## src/rtl/fir_pkg.sv

```systemverilog
// Shared constants for the FIR control block: register offsets, status bits,
// sequencer states and the tap-window decode helper.
package fir_pkg;

  localparam int ADDR_AP_CTRL  = 'h00;
  localparam int ADDR_IE       = 'h04;
  localparam int ADDR_LEN      = 'h10;
  localparam int ADDR_TAP_BASE = 'h20;

  localparam int AP_START_BIT = 0;
  localparam int AP_DONE_BIT  = 1;
  localparam int AP_IDLE_BIT  = 2;

  localparam logic [31:0] TAP_BUSY_RDATA = 32'hFFFF_FFFF;

  typedef enum logic [1:0] {
    IDLE  = 2'd0,
    START = 2'd1,
    RUN   = 2'd2
  } fir_state_e;

  function automatic logic is_tap(input logic [31:0] addr, input int tap_num);
    return (addr >= 32'(ADDR_TAP_BASE)) && (addr <= 32'(ADDR_TAP_BASE + 4 * (tap_num - 1)));
  endfunction

endpackage

```

## src/rtl/fir_ap_ctrl_if.sv

```systemverilog
// AXI-Lite register bus between the host and the FIR control block.
interface fir_ap_ctrl_if #(
  parameter int pADDR_WIDTH = 12,
  parameter int pDATA_WIDTH = 32
);
  logic                   awvalid, awready;
  logic [pADDR_WIDTH-1:0] awaddr;
  logic                   wvalid, wready;
  logic [pDATA_WIDTH-1:0] wdata;
  logic                   bvalid, bready;
  logic                   arvalid, arready;
  logic [pADDR_WIDTH-1:0] araddr;
  logic                   rvalid, rready;
  logic [pDATA_WIDTH-1:0] rdata;

  modport master (
    output awvalid, awaddr, wvalid, wdata, bready, arvalid, araddr, rready,
    input  awready, wready, bvalid, arready, rvalid, rdata
  );
  modport slave (
    input  awvalid, awaddr, wvalid, wdata, bready, arvalid, araddr, rready,
    output awready, wready, bvalid, arready, rvalid, rdata
  );
endinterface

```

## src/rtl/fir_axil_slave.sv

```systemverilog
// AXI-Lite handshake engine: single-beat writes, and reads with a fixed
// two-cycle pipeline (accept -> register/tap fetch -> rvalid).
module fir_axil_slave
  import fir_pkg::*;
#(
  parameter int pADDR_WIDTH = 12,
  parameter int pDATA_WIDTH = 32,
  parameter int Tape_Num    = 11
) (
  input  logic                   axis_clk,
  input  logic                   axis_rst,
  fir_ap_ctrl_if.slave           axil,
  output logic                   wr_en,
  output logic [pADDR_WIDTH-1:0] wr_addr,
  output logic [pDATA_WIDTH-1:0] wr_data,
  output logic                   rd_en,
  output logic [pADDR_WIDTH-1:0] rd_addr,
  input  logic [pDATA_WIDTH-1:0] rd_data
);

  logic aw_go, ar_go, tap_clash, rd_p1;

  assign aw_go = axil.awvalid & axil.wvalid & ~axil.bvalid & ~axil.awready;
  // Tap write and tap read would share the BRAM port in the same cycle: write goes first.
  assign tap_clash = aw_go & is_tap(32'(axil.awaddr), Tape_Num)
                           & is_tap(32'(axil.araddr), Tape_Num);
  assign ar_go = axil.arvalid & ~axil.arready & ~rd_p1 & ~axil.rvalid & ~tap_clash;

  always_ff @(posedge axis_clk or posedge axis_rst) begin
    if (axis_rst) begin
      axil.awready <= 1'b0;
      axil.wready  <= 1'b0;
      axil.bvalid  <= 1'b0;
      axil.arready <= 1'b0;
      axil.rvalid  <= 1'b0;
      axil.rdata   <= '0;
      rd_p1        <= 1'b0;
    end else begin
      axil.awready <= aw_go;
      axil.wready  <= aw_go;
      if (axil.awready)     axil.bvalid <= 1'b1;
      else if (axil.bready) axil.bvalid <= 1'b0;
      axil.arready <= ar_go;
      rd_p1        <= axil.arready;
      if (rd_p1) begin
        axil.rvalid <= 1'b1;
        axil.rdata  <= rd_data;
      end else if (axil.rready) begin
        axil.rvalid <= 1'b0;
      end
    end
  end

  assign wr_en   = axil.wready;
  assign wr_addr = axil.awaddr;
  assign wr_data = axil.wdata;
  assign rd_en   = axil.arready;
  assign rd_addr = axil.araddr;

endmodule

```

## src/rtl/fir_ap_ctrl.sv

```systemverilog
// FIR sequencer: ap_ctrl/data_length registers, tap BRAM owner and run tracking.
// Optional interrupt enable register at 0x04 built when FIR_AP_CTRL_IRQ_EN is defined.
module fir_ap_ctrl
  import fir_pkg::*;
#(
  parameter int pADDR_WIDTH = 12,
  parameter int pDATA_WIDTH = 32,
  parameter int Tape_Num    = 11
) (
  input  logic                   axis_clk,
  input  logic                   axis_rst,
  fir_ap_ctrl_if.slave           axil,
  output logic [3:0]             tap_WE,
  output logic                   tap_EN,
  output logic [pADDR_WIDTH-1:0] tap_A,
  output logic [pDATA_WIDTH-1:0] tap_Di,
  input  logic [pDATA_WIDTH-1:0] tap_Do,
  output logic                   eng_start,
  output logic [pDATA_WIDTH-1:0] eng_len,
  input  logic                   sm_tvalid,
  input  logic                   sm_tready,
  input  logic                   sm_tlast,
  output logic                   irq
);

  localparam logic [pADDR_WIDTH-1:0] A_CTRL = pADDR_WIDTH'(ADDR_AP_CTRL);
  localparam logic [pADDR_WIDTH-1:0] A_LEN  = pADDR_WIDTH'(ADDR_LEN);
  localparam logic [pADDR_WIDTH-1:0] A_TAP  = pADDR_WIDTH'(ADDR_TAP_BASE);

  logic                   wr_en, rd_en;
  logic [pADDR_WIDTH-1:0] wr_addr, rd_addr;
  logic [pDATA_WIDTH-1:0] wr_data, rd_data, rd_val, rd_val_q;
  logic [pDATA_WIDTH-1:0] data_length, beat_cnt;
  logic                   ap_done, ap_idle, rd_tap_q;
  logic                   st_idle, wr_is_tap, rd_is_tap, start_wr, rd_ctrl, sm_hs;
  logic                   done_set;
  fir_state_e             state_q, state_d;

  fir_axil_slave #(
    .pADDR_WIDTH (pADDR_WIDTH),
    .pDATA_WIDTH (pDATA_WIDTH),
    .Tape_Num    (Tape_Num)
  ) u_slv (
    .axis_clk (axis_clk),
    .axis_rst (axis_rst),
    .axil     (axil),
    .wr_en    (wr_en),
    .wr_addr  (wr_addr),
    .wr_data  (wr_data),
    .rd_en    (rd_en),
    .rd_addr  (rd_addr),
    .rd_data  (rd_data)
  );

  assign st_idle   = (state_q == IDLE);
  assign wr_is_tap = is_tap(32'(wr_addr), Tape_Num);
  assign rd_is_tap = is_tap(32'(rd_addr), Tape_Num);
  assign start_wr  = wr_en && (wr_addr == A_CTRL) && wr_data[AP_START_BIT] && st_idle;
  assign rd_ctrl   = rd_en && (rd_addr == A_CTRL);
  assign sm_hs     = sm_tvalid & sm_tready;
  assign eng_len   = data_length;

  // Tap port is only driven while idle; a running engine owns the coefficients.
  always_comb begin
    tap_EN = 1'b0;
    tap_WE = 4'h0;
    tap_A  = '0;
    tap_Di = '0;
    if (wr_en && wr_is_tap && st_idle) begin
      tap_EN = 1'b1;
      tap_WE = 4'hF;
      tap_A  = wr_addr - A_TAP;
      tap_Di = wr_data;
    end else if (rd_en && rd_is_tap && st_idle) begin
      tap_EN = 1'b1;
      tap_A  = rd_addr - A_TAP;
    end
  end

  always_ff @(posedge axis_clk or posedge axis_rst) begin
    if (axis_rst) state_q <= IDLE;
    else          state_q <= state_d;
  end

  always_comb begin
    state_d   = state_q;
    eng_start = 1'b0;
    done_set  = 1'b0;
    unique case (state_q)
      IDLE:  if (start_wr) state_d = START;
      START: begin
        if (data_length == '0) begin
          done_set = 1'b1;
          state_d  = IDLE;
        end else begin
          eng_start = 1'b1;
          state_d   = RUN;
        end
      end
      RUN: begin
        if (sm_hs && ((beat_cnt + pDATA_WIDTH'(1) == data_length) || sm_tlast)) begin
          done_set = 1'b1;
          state_d  = IDLE;
        end
      end
      default: state_d = IDLE;
    endcase
  end

  // Done set beats a clearing read of 0x00 landing in the same cycle.
  always_ff @(posedge axis_clk or posedge axis_rst) begin
    if (axis_rst) begin
      ap_done     <= 1'b0;
      ap_idle     <= 1'b1;
      data_length <= '0;
      beat_cnt    <= '0;
    end else begin
      if (done_set) begin
        ap_done <= 1'b1;
        ap_idle <= 1'b1;
      end else begin
        if (start_wr || rd_ctrl) ap_done <= 1'b0;
        if (eng_start)           ap_idle <= 1'b0;
      end
      if (wr_en && (wr_addr == A_LEN) && st_idle) data_length <= wr_data;
      if (state_q != RUN)  beat_cnt <= '0;
      else if (sm_hs)      beat_cnt <= (state_d == IDLE) ? '0 : beat_cnt + pDATA_WIDTH'(1);
    end
  end

`ifdef FIR_AP_CTRL_IRQ_EN
  logic ie;
  always_ff @(posedge axis_clk or posedge axis_rst) begin
    if (axis_rst)                                          ie <= 1'b0;
    else if (wr_en && (wr_addr == pADDR_WIDTH'(ADDR_IE)))  ie <= wr_data[0];
  end
  assign irq = ap_done & ie;
`else
  assign irq = 1'b0;
`endif

  always_comb begin
    rd_val = '0;
    if (rd_addr == A_CTRL) begin
      rd_val[AP_START_BIT] = (state_q == START);
      rd_val[AP_DONE_BIT]  = ap_done;
      rd_val[AP_IDLE_BIT]  = ap_idle;
    end else if (rd_addr == A_LEN) begin
      rd_val = data_length;
`ifdef FIR_AP_CTRL_IRQ_EN
    end else if (rd_addr == pADDR_WIDTH'(ADDR_IE)) begin
      rd_val[0] = ie;
`endif
    end else if (rd_is_tap && !st_idle) begin
      rd_val = pDATA_WIDTH'(TAP_BUSY_RDATA);
    end
  end

  // Register values are snapped at accept; tap data arrives from the BRAM one cycle later.
  always_ff @(posedge axis_clk or posedge axis_rst) begin
    if (axis_rst) begin
      rd_tap_q <= 1'b0;
      rd_val_q <= '0;
    end else if (rd_en) begin
      rd_tap_q <= rd_is_tap && st_idle;
      rd_val_q <= rd_val;
    end
  end

  assign rd_data = rd_tap_q ? tap_Do : rd_val_q;

endmodule

```

## src/flat_wrapper.sv

```systemverilog
// flat-port wrapper written by rule: the top's interface ports become plain ports
module fir_ap_ctrl_flat import fir_pkg::*;
#(
  parameter int pADDR_WIDTH = 12,
  parameter int pDATA_WIDTH = 32,
  parameter int Tape_Num    = 11
)
  (axis_clk, axis_rst, tap_WE, tap_EN, tap_A, tap_Di, tap_Do, eng_start, eng_len, sm_tvalid, sm_tready, sm_tlast, irq, axil_awvalid, axil_awaddr, axil_wvalid, axil_wdata, axil_bready, axil_arvalid, axil_araddr, axil_rready, axil_awready, axil_wready, axil_bvalid, axil_arready, axil_rvalid, axil_rdata);
  fir_ap_ctrl_if #(.pADDR_WIDTH(pADDR_WIDTH), .pDATA_WIDTH(pDATA_WIDTH)) axil_i ();
  input  logic axis_clk;
  input  logic axis_rst;
  output logic [3:0] tap_WE;
  output logic tap_EN;
  output logic [pADDR_WIDTH-1:0] tap_A;
  output logic [pDATA_WIDTH-1:0] tap_Di;
  input  logic [pDATA_WIDTH-1:0] tap_Do;
  output logic eng_start;
  output logic [pDATA_WIDTH-1:0] eng_len;
  input  logic sm_tvalid;
  input  logic sm_tready;
  input  logic sm_tlast;
  output logic irq;
  input wire logic [$bits(axil_i.awvalid)-1:0] axil_awvalid;
  input wire logic [$bits(axil_i.awaddr)-1:0] axil_awaddr;
  input wire logic [$bits(axil_i.wvalid)-1:0] axil_wvalid;
  input wire logic [$bits(axil_i.wdata)-1:0] axil_wdata;
  input wire logic [$bits(axil_i.bready)-1:0] axil_bready;
  input wire logic [$bits(axil_i.arvalid)-1:0] axil_arvalid;
  input wire logic [$bits(axil_i.araddr)-1:0] axil_araddr;
  input wire logic [$bits(axil_i.rready)-1:0] axil_rready;
  output wire logic [$bits(axil_i.awready)-1:0] axil_awready;
  output wire logic [$bits(axil_i.wready)-1:0] axil_wready;
  output wire logic [$bits(axil_i.bvalid)-1:0] axil_bvalid;
  output wire logic [$bits(axil_i.arready)-1:0] axil_arready;
  output wire logic [$bits(axil_i.rvalid)-1:0] axil_rvalid;
  output wire logic [$bits(axil_i.rdata)-1:0] axil_rdata;
  assign axil_i.awvalid = axil_awvalid;
  assign axil_i.awaddr = axil_awaddr;
  assign axil_i.wvalid = axil_wvalid;
  assign axil_i.wdata = axil_wdata;
  assign axil_i.bready = axil_bready;
  assign axil_i.arvalid = axil_arvalid;
  assign axil_i.araddr = axil_araddr;
  assign axil_i.rready = axil_rready;
  assign axil_awready = axil_i.awready;
  assign axil_wready = axil_i.wready;
  assign axil_bvalid = axil_i.bvalid;
  assign axil_arready = axil_i.arready;
  assign axil_rvalid = axil_i.rvalid;
  assign axil_rdata = axil_i.rdata;
  fir_ap_ctrl #(.pADDR_WIDTH(pADDR_WIDTH), .pDATA_WIDTH(pDATA_WIDTH), .Tape_Num(Tape_Num)) u_core (.axis_clk(axis_clk), .axis_rst(axis_rst), .axil(axil_i), .tap_WE(tap_WE), .tap_EN(tap_EN), .tap_A(tap_A), .tap_Di(tap_Di), .tap_Do(tap_Do), .eng_start(eng_start), .eng_len(eng_len), .sm_tvalid(sm_tvalid), .sm_tready(sm_tready), .sm_tlast(sm_tlast), .irq(irq));
endmodule
```

## config.mk

```make
export PLATFORM = sky130hd
export DESIGN_NAME = fir_ap_ctrl_flat
export DESIGN_NICKNAME = d
export VERILOG_FILES = /design/src/rtl/fir_pkg.sv /design/src/rtl/fir_ap_ctrl_if.sv /design/src/rtl/fir_axil_slave.sv /design/src/rtl/fir_ap_ctrl.sv /design/src/flat_wrapper.sv
export SDC_FILE = /design/constraint.sdc
export NUM_CORES = 1
export LEC_CHECK = 0
export BUFFER_PORTS_ARGS = -buffer_cell sky130_fd_sc_hd__buf_2
export CORE_ASPECT_RATIO = 0.8
export CORE_MARGIN = 4
export CORE_UTILIZATION = 47
export DETAILED_ROUTE_END_ITERATION = 10
export PLACE_DENSITY = 0.79
export SYNTH_ARGS = -nofsm -noshare
export SYNTH_HDL_FRONTEND = slang
export SYNTH_SLANG_ARGS = --single-unit
```

## constraint.sdc

```tcl
create_clock -name axis_clk -period 8.55 [get_ports axis_clk]
set_input_delay 0.4275 -clock axis_clk [delete_from_list [all_inputs] [get_ports axis_clk]]
set_output_delay 0.4275 -clock axis_clk [all_outputs]
set_load 0.01 [all_outputs]
```

---- Word level (Yosys, flattened, before mapping) ----
Cells that the tools add are included.
word-level totals
  register bits after elaboration ......... 138
cells by class
  muxes and demuxes ....................... 31
  add/sub/neg operators ................... 3
  reduce and logical (&&, ||, !) cells .... 28
  order comparisons ....................... 4
  eq/ne operators ......................... 6
  bitwise operators ....................... 16
operators by type and width
  cell                   count
  $mux 32                7
  $add 32x1->32 const B  1
  $eq 32x32->1           1
  $logic_not 32->1       1
  $mux 29                1
  $eq 12x5->1 const B    2
  $ge 12x6->1 const B    2
  $le 12x7->1 const B    2
  $logic_not 12->1       2
  $mux 12                2
  $sub 12x6->12 const B  2
  $logic_and 1x1->1      15
  $mux 1                 14
  $and 1x1->1            10
  $reduce_bool 2->1      5
  $mux 2                 3
  $not 1->1              6
  $pmux 2 s3             1
  $logic_not 2->1        2
  $mux 4                 1
  $mux 3                 1
  $eq 2x1->1 const B     1
  $eq 2x2->1 const B     1
  $logic_or 1x1->1       2
  other kinds (3)        3

---- Depth between registers and ports, before layout ----
  depth in word-level cells ............... 10
  depth in mapped cells ................... 13
  mapped depth without buffers ............ 11

---- By module ----
A second synthesis with hierarchy kept.
unflattened totals
  cell total of the unflattened synthesis .. 954
  area, all modules ....................... 8737.1 um^2
modules (own cells, without submodules)
  module          area each (um^2)  sequential area each (um^2)  times used  cells each
  fir_ap_ctrl     6829.0            2528.7                       1           801
  fir_axil_slave  1908.1            925.9                        1           153

---- Least setup slack after synthesis ----
No wires, ideal clock.
  path kind ............................... register to register
  from .................................... register u_core.beat_cnt[13]
  to ...................................... register u_core.beat_cnt[11]
  setup slack ............................. 4893 ps
  stages on the path, launching flop included .. 13
  data arrival time ....................... 3533 ps
  path buffers ............................ 2
  period minus slack after synthesis ...... 3657 ps
  library setup time ...................... 124 ps
  cell sequence ........................... dfrtp_1 > clkbuf_1 > nand3_1 > nor4_1 > nand4_1 > xnor2_1 > or4_1 > a211oi_1 > a211oi_1 > o31ai_4 > buf_4 > nor2_1 > a211o_1
on the way
  longest elaborated chain between the ends .. 10
ends and longest elaborated chain
  what                    RTL line            RTL
  from (decl)             fir_ap_ctrl.sv:33   logic [pDATA_WIDTH-1:0] data_length, beat_cnt;
  from (signal assigned)  fir_ap_ctrl.sv:127  else if (sm_hs) beat_cnt <= (state_d == IDLE) ? '0 : beat_cnt + pDATA_WIDTH'(1);
  $add 32x1->32           fir_ap_ctrl.sv:101  if (sm_hs && ((beat_cnt + pDATA_WIDTH'(1) == data_length) || sm_tlast)) begin
  $eq 32x32->1            fir_ap_ctrl.sv:101
  $logic_or 1x1->1        fir_ap_ctrl.sv:101
  $logic_and 1x1->1       fir_ap_ctrl.sv:101
  $mux 2                  fir_ap_ctrl.sv:101
  $pmux 2 s3              fir_ap_ctrl.sv:89   unique case (state_q)
  $logic_not 2->1         fir_ap_ctrl.sv:127
  $mux 32 (2 in series)   fir_ap_ctrl.sv:127
  $mux 32                 fir_ap_ctrl.sv:126  if (state_q != RUN) beat_cnt <= '0;
Every way passes these cells. The select of a mux whose other input is x is not followed.
A chain may end at the register's enable or synchronous reset.

---- Worst setup path after layout ----
  from .................................... register u_core.beat_cnt[2]
  to ...................................... register u_core.beat_cnt[17]
on the way
  longest elaborated chain between the ends .. 10
ends and longest elaborated chain
  what                     RTL line
  $add 32x1->32 *          fir_ap_ctrl.sv:101, fir_ap_ctrl.sv:127
  $eq 32x32->1             fir_ap_ctrl.sv:101
  $logic_or 1x1->1         fir_ap_ctrl.sv:101
  $logic_and 1x1->1        fir_ap_ctrl.sv:101
  $mux 2                   fir_ap_ctrl.sv:101
  $pmux 2 s3               fir_ap_ctrl.sv:89
  $logic_not 2->1          fir_ap_ctrl.sv:127
  $mux 32 * (2 in series)  fir_ap_ctrl.sv:127
  $mux 32 *                fir_ap_ctrl.sv:126
Mark *: on every way between the ends. The rest lies on a longest branch, timed or not. The select of a mux whose other input is x is not followed.

==> run metrics <==
H-tree depth 4; WL/cell about 19 um; slew margin rel. 0.214; fin cells between 1k and 1.5k; area of the mapped netlist slightly above 8000 sq um; Synth warnings 0; CP arrival ~5 ns; DIE HEIGHT 125 um; CP max-delay cell nor4_1; Pins Over Slew Limit 0; n_diodes 0; Synth Flop Type dfrtp_1; Avg Synthesized Cell Area roughly 9.4 sq um; clock group share of total power 0.367; Row Count 42; Req. time, crit path between 8 and 9 ns; initial drt markers 580; via count 7311; first-pass GRT wire length approximately 38 mm; worst-path fanout max between 40 and 50; share of cells above drive strength 1 0.284; Slew @ Worst Pin between 1 and 1.5 ns; most common cell after layout, fill and taps aside buf_2; Layout Utilization 0.582; Die X-Extent 154 um; post-route setup TNS 0 ns; Die Footprint between 15000 and 20000 sq um; Hold Fails Final Rpt 0; number of cells upsized or downsized after cts 0; clk sinks ~140; clock root buffer clkbuf_16; worst skew pair latency 0.42 ns; CTS clk-pin slew, worst paths around 0.06 ns; Net Count, Synth 967; Post-DP HPWL 17.8 mm; Pwr Density approximately 190 nW/um^2; NetSw around 0.00057 W; TritonCTS clock tree yes; worst vdd ir roughly 0.00014 V; critical path launch point type flop; worst path cell trace nand4_1 > nor4_1 > nand4_1 > xnor2_1 > or4_1 > a211oi_1 > a31oi_1 > o31ai_4 > buf_4 > nor3_1 > a211o_1; Post-synth EDFFs 0; Crit Path Category flop to flop; asr flop ratio synth 1.00; most used cell, CP nand4_1; combinational fraction of design power 0.179; core area around 17000 sq um; final setup fails 0; status finished clean; # DRC 0; GRT Total Usage 0.249; worst hold path class input pin to async pin; max cap viols 0; switching fraction of total power 0.314; Post-Synthesis Cells 860; RSZ-0062 raised after global routing false; via/cell ratio 5.78; Post-Route WL roughly 24 mm; Crit path largest cell delay around 0.9 ns; clock skew 0.00737 ns; Int Power 0.00124 W; Starting Density 0.483; period utilisation layout 0.559; minimum setup slack in the final design 3.77 ns; Netlist cell types 57; placed cells around 1.2k; post-route ant nets 0; io pins roughly 220; Placer Congestion between 0.9 and 1; Static Leakage about 4.7 nW; dpl ws between 3 and 4 ns; I/O Buffers approximately 220; Post-CTS Hold Fix Bufs 0; number of buffers created by CTS 17; Synth-to-Final Area Change 20.4%; number of global-route vias before repair slightly below 7k; First-pass DRT Iterations 7; clk buf depth 2; Reg power frac 0.454; part of the Yosys area used for sequential elements 0.429; most frequent cells in the layout buf_2 (216), dfrtp_1 (135), a21oi_1 (72); Tmin final between 4 and 5 ns; gr ovfl total 0; fmax 209 MHz; largest net degree at the start of global routing 75; crit end category flop; Nets 1139; postcts setup bufs 0; Yosys reg bits about 140; initial antenna violation count 0
==> worst paths after layout <==
path,from,slack [ns],to,depth (start not counted)
setup reg to reg,u_core.beat_cnt[2],3.77,u_core.beat_cnt[17],11
max in group asynchronous,axis_rst,7.06,u_core.u_slv.rd_p1,3
min in group axis_clk,axil_wdata[25],0.23,u_core.eng_len[25],3
hold reg to reg,u_core.rd_val_q[2],0.48,u_core.rd_val_q[2],1
setup / recovery,u_core.beat_cnt[2],3.77,u_core.beat_cnt[17],11
hold / removal,axis_rst,0.08,u_core.u_slv.axil.rdata[14],2
==> Yosys cell counts (2+ instances only) <==
cell type | number | area, sq um
o2bb2ai_1 | 34 | 298
a211o_1 | 3 | 26.3
buf_1 | 9 | 33.8
inv_1 | 23 | 86.3
o31ai_1 | 9 | 67.6
or4_1 | 3 | 22.5
a2111oi_0 | 2 | 17.5
o22ai_1 | 2 | 12.5
a31oi_1 | 5 | 31.3
or3_1 | 5 | 31.3
clkbuf_1 | 39 | 146
buf_2 | 12 | 60.1
o2111ai_1 | 2 | 17.5
o21ai_0 | 37 | 185
and4_1 | 10 | 87.6
nor3b_1 | 7 | 52.6
dfrtp_1 | 137 | 3430
nand2b_1 | 8 | 50.1
mux2i_1 | 35 | 350
nand4_1 | 14 | 87.6
a21oi_1 | 72 | 360
nand3b_1 | 2 | 15.0
ha_1 | 9 | 113
o21ai_1 | 3 | 15.0
or2_2 | 3 | 18.8
buf_4 | 7 | 52.6
and2_1 | 38 | 238
a21o_1 | 25 | 188
nor4_1 | 28 | 175
mux2_2 | 30 | 338
xnor2_1 | 31 | 272
xor2_1 | 25 | 219
and3_1 | 9 | 56.3
nand3_1 | 21 | 105
nor2_1 | 62 | 233
a211oi_1 | 7 | 52.6
nor2b_1 | 3 | 18.8
nand2_1 | 49 | 184
nor3_1 | 22 | 110
==> per-stage QoR <==
| stage | instance area [sq um] | total power, W | hold WS [ns] |
|---|---|---|---|
| after floorplan | 8050 | 0.00101 | 0.453 |
| after global placement | 9160 | 0.00115 | 0.467 |
| after detailed placement | 9160 | 0.00116 | 0.477 |
| after CTS | 9680 | 0.00183 | 0.107 |
| after global routing | 9690 | 0.00190 | 0.124 |
| final | 9690 | 0.00181 | 0.0844 |
==> flip-flops by register name, summed over array words and instances (netlist names), 2 cells and up <==
signal	cells
u_core.u_slv.axil.rdata	32
u_core.beat_cnt	32
u_core.state_q	2
u_core.eng_len	32
u_core.rd_val_q	32
==> power groups by stage <==
stage / Sequential [W] / Combinational [W] / Clock, W
CTS: 0.000821 / 0.000332 / 0.000676
global route: 0.000836 / 0.000363 / 0.000705
floorplan: 0.000836 / 0.000171 / 0
detailed placement: 0.000831 / 0.000330 / 0
global placement: 0.000826 / 0.000320 / 0
finish: 0.000821 / 0.000324 / 0.000664
==> routing by layer <==
layer | share of wire | global-route usage
met3 | 0.078 | 0.0625
met2 | 0.45 | 0.382
met4 | 0.016 | 0.0670
met5 | 0 | 0
met1 | 0.45 | 0.355
==> critical path: cells and delay by family, from the launching register on <==
kind                   cells  cell delay (ns)
XOR/XNOR                   1             0.17
AND/OR/NAND/NOR            5             2.12
AO/OA/AOI/OAI              4             1.35
flip-flops                 1             0.50
buffers and inverters      1             0.48
==> cell type report <==
cell class,count,area (sq um)
Fill cell,1504,6970
Timing Repair Buffer,221,1120
Tap cell,220,275
Inverter,23,91.3
Multi-Input combinational cell,631,4220
Sequential cell,138,3460
Clock buffer,18,429
Clock inverter,14,100
==> logic make-up (layout without fill, tap and decap cells) <==
logic type	Yosys count	in the layout	share of synthesized area
DFF	138	138	0.429
buffers and inverters	91	276	0.0477
AOI/OAI and AO/OA	210	210	0.169
muxes	65	65	0.0855
adders and majority gates	9	9	0.0140
other	1	1	0.000466
and+or+nand+nor	290	290	0.193
xor gates and xnor gates	56	56	0.0609
(Power assumes the default switching activity.)
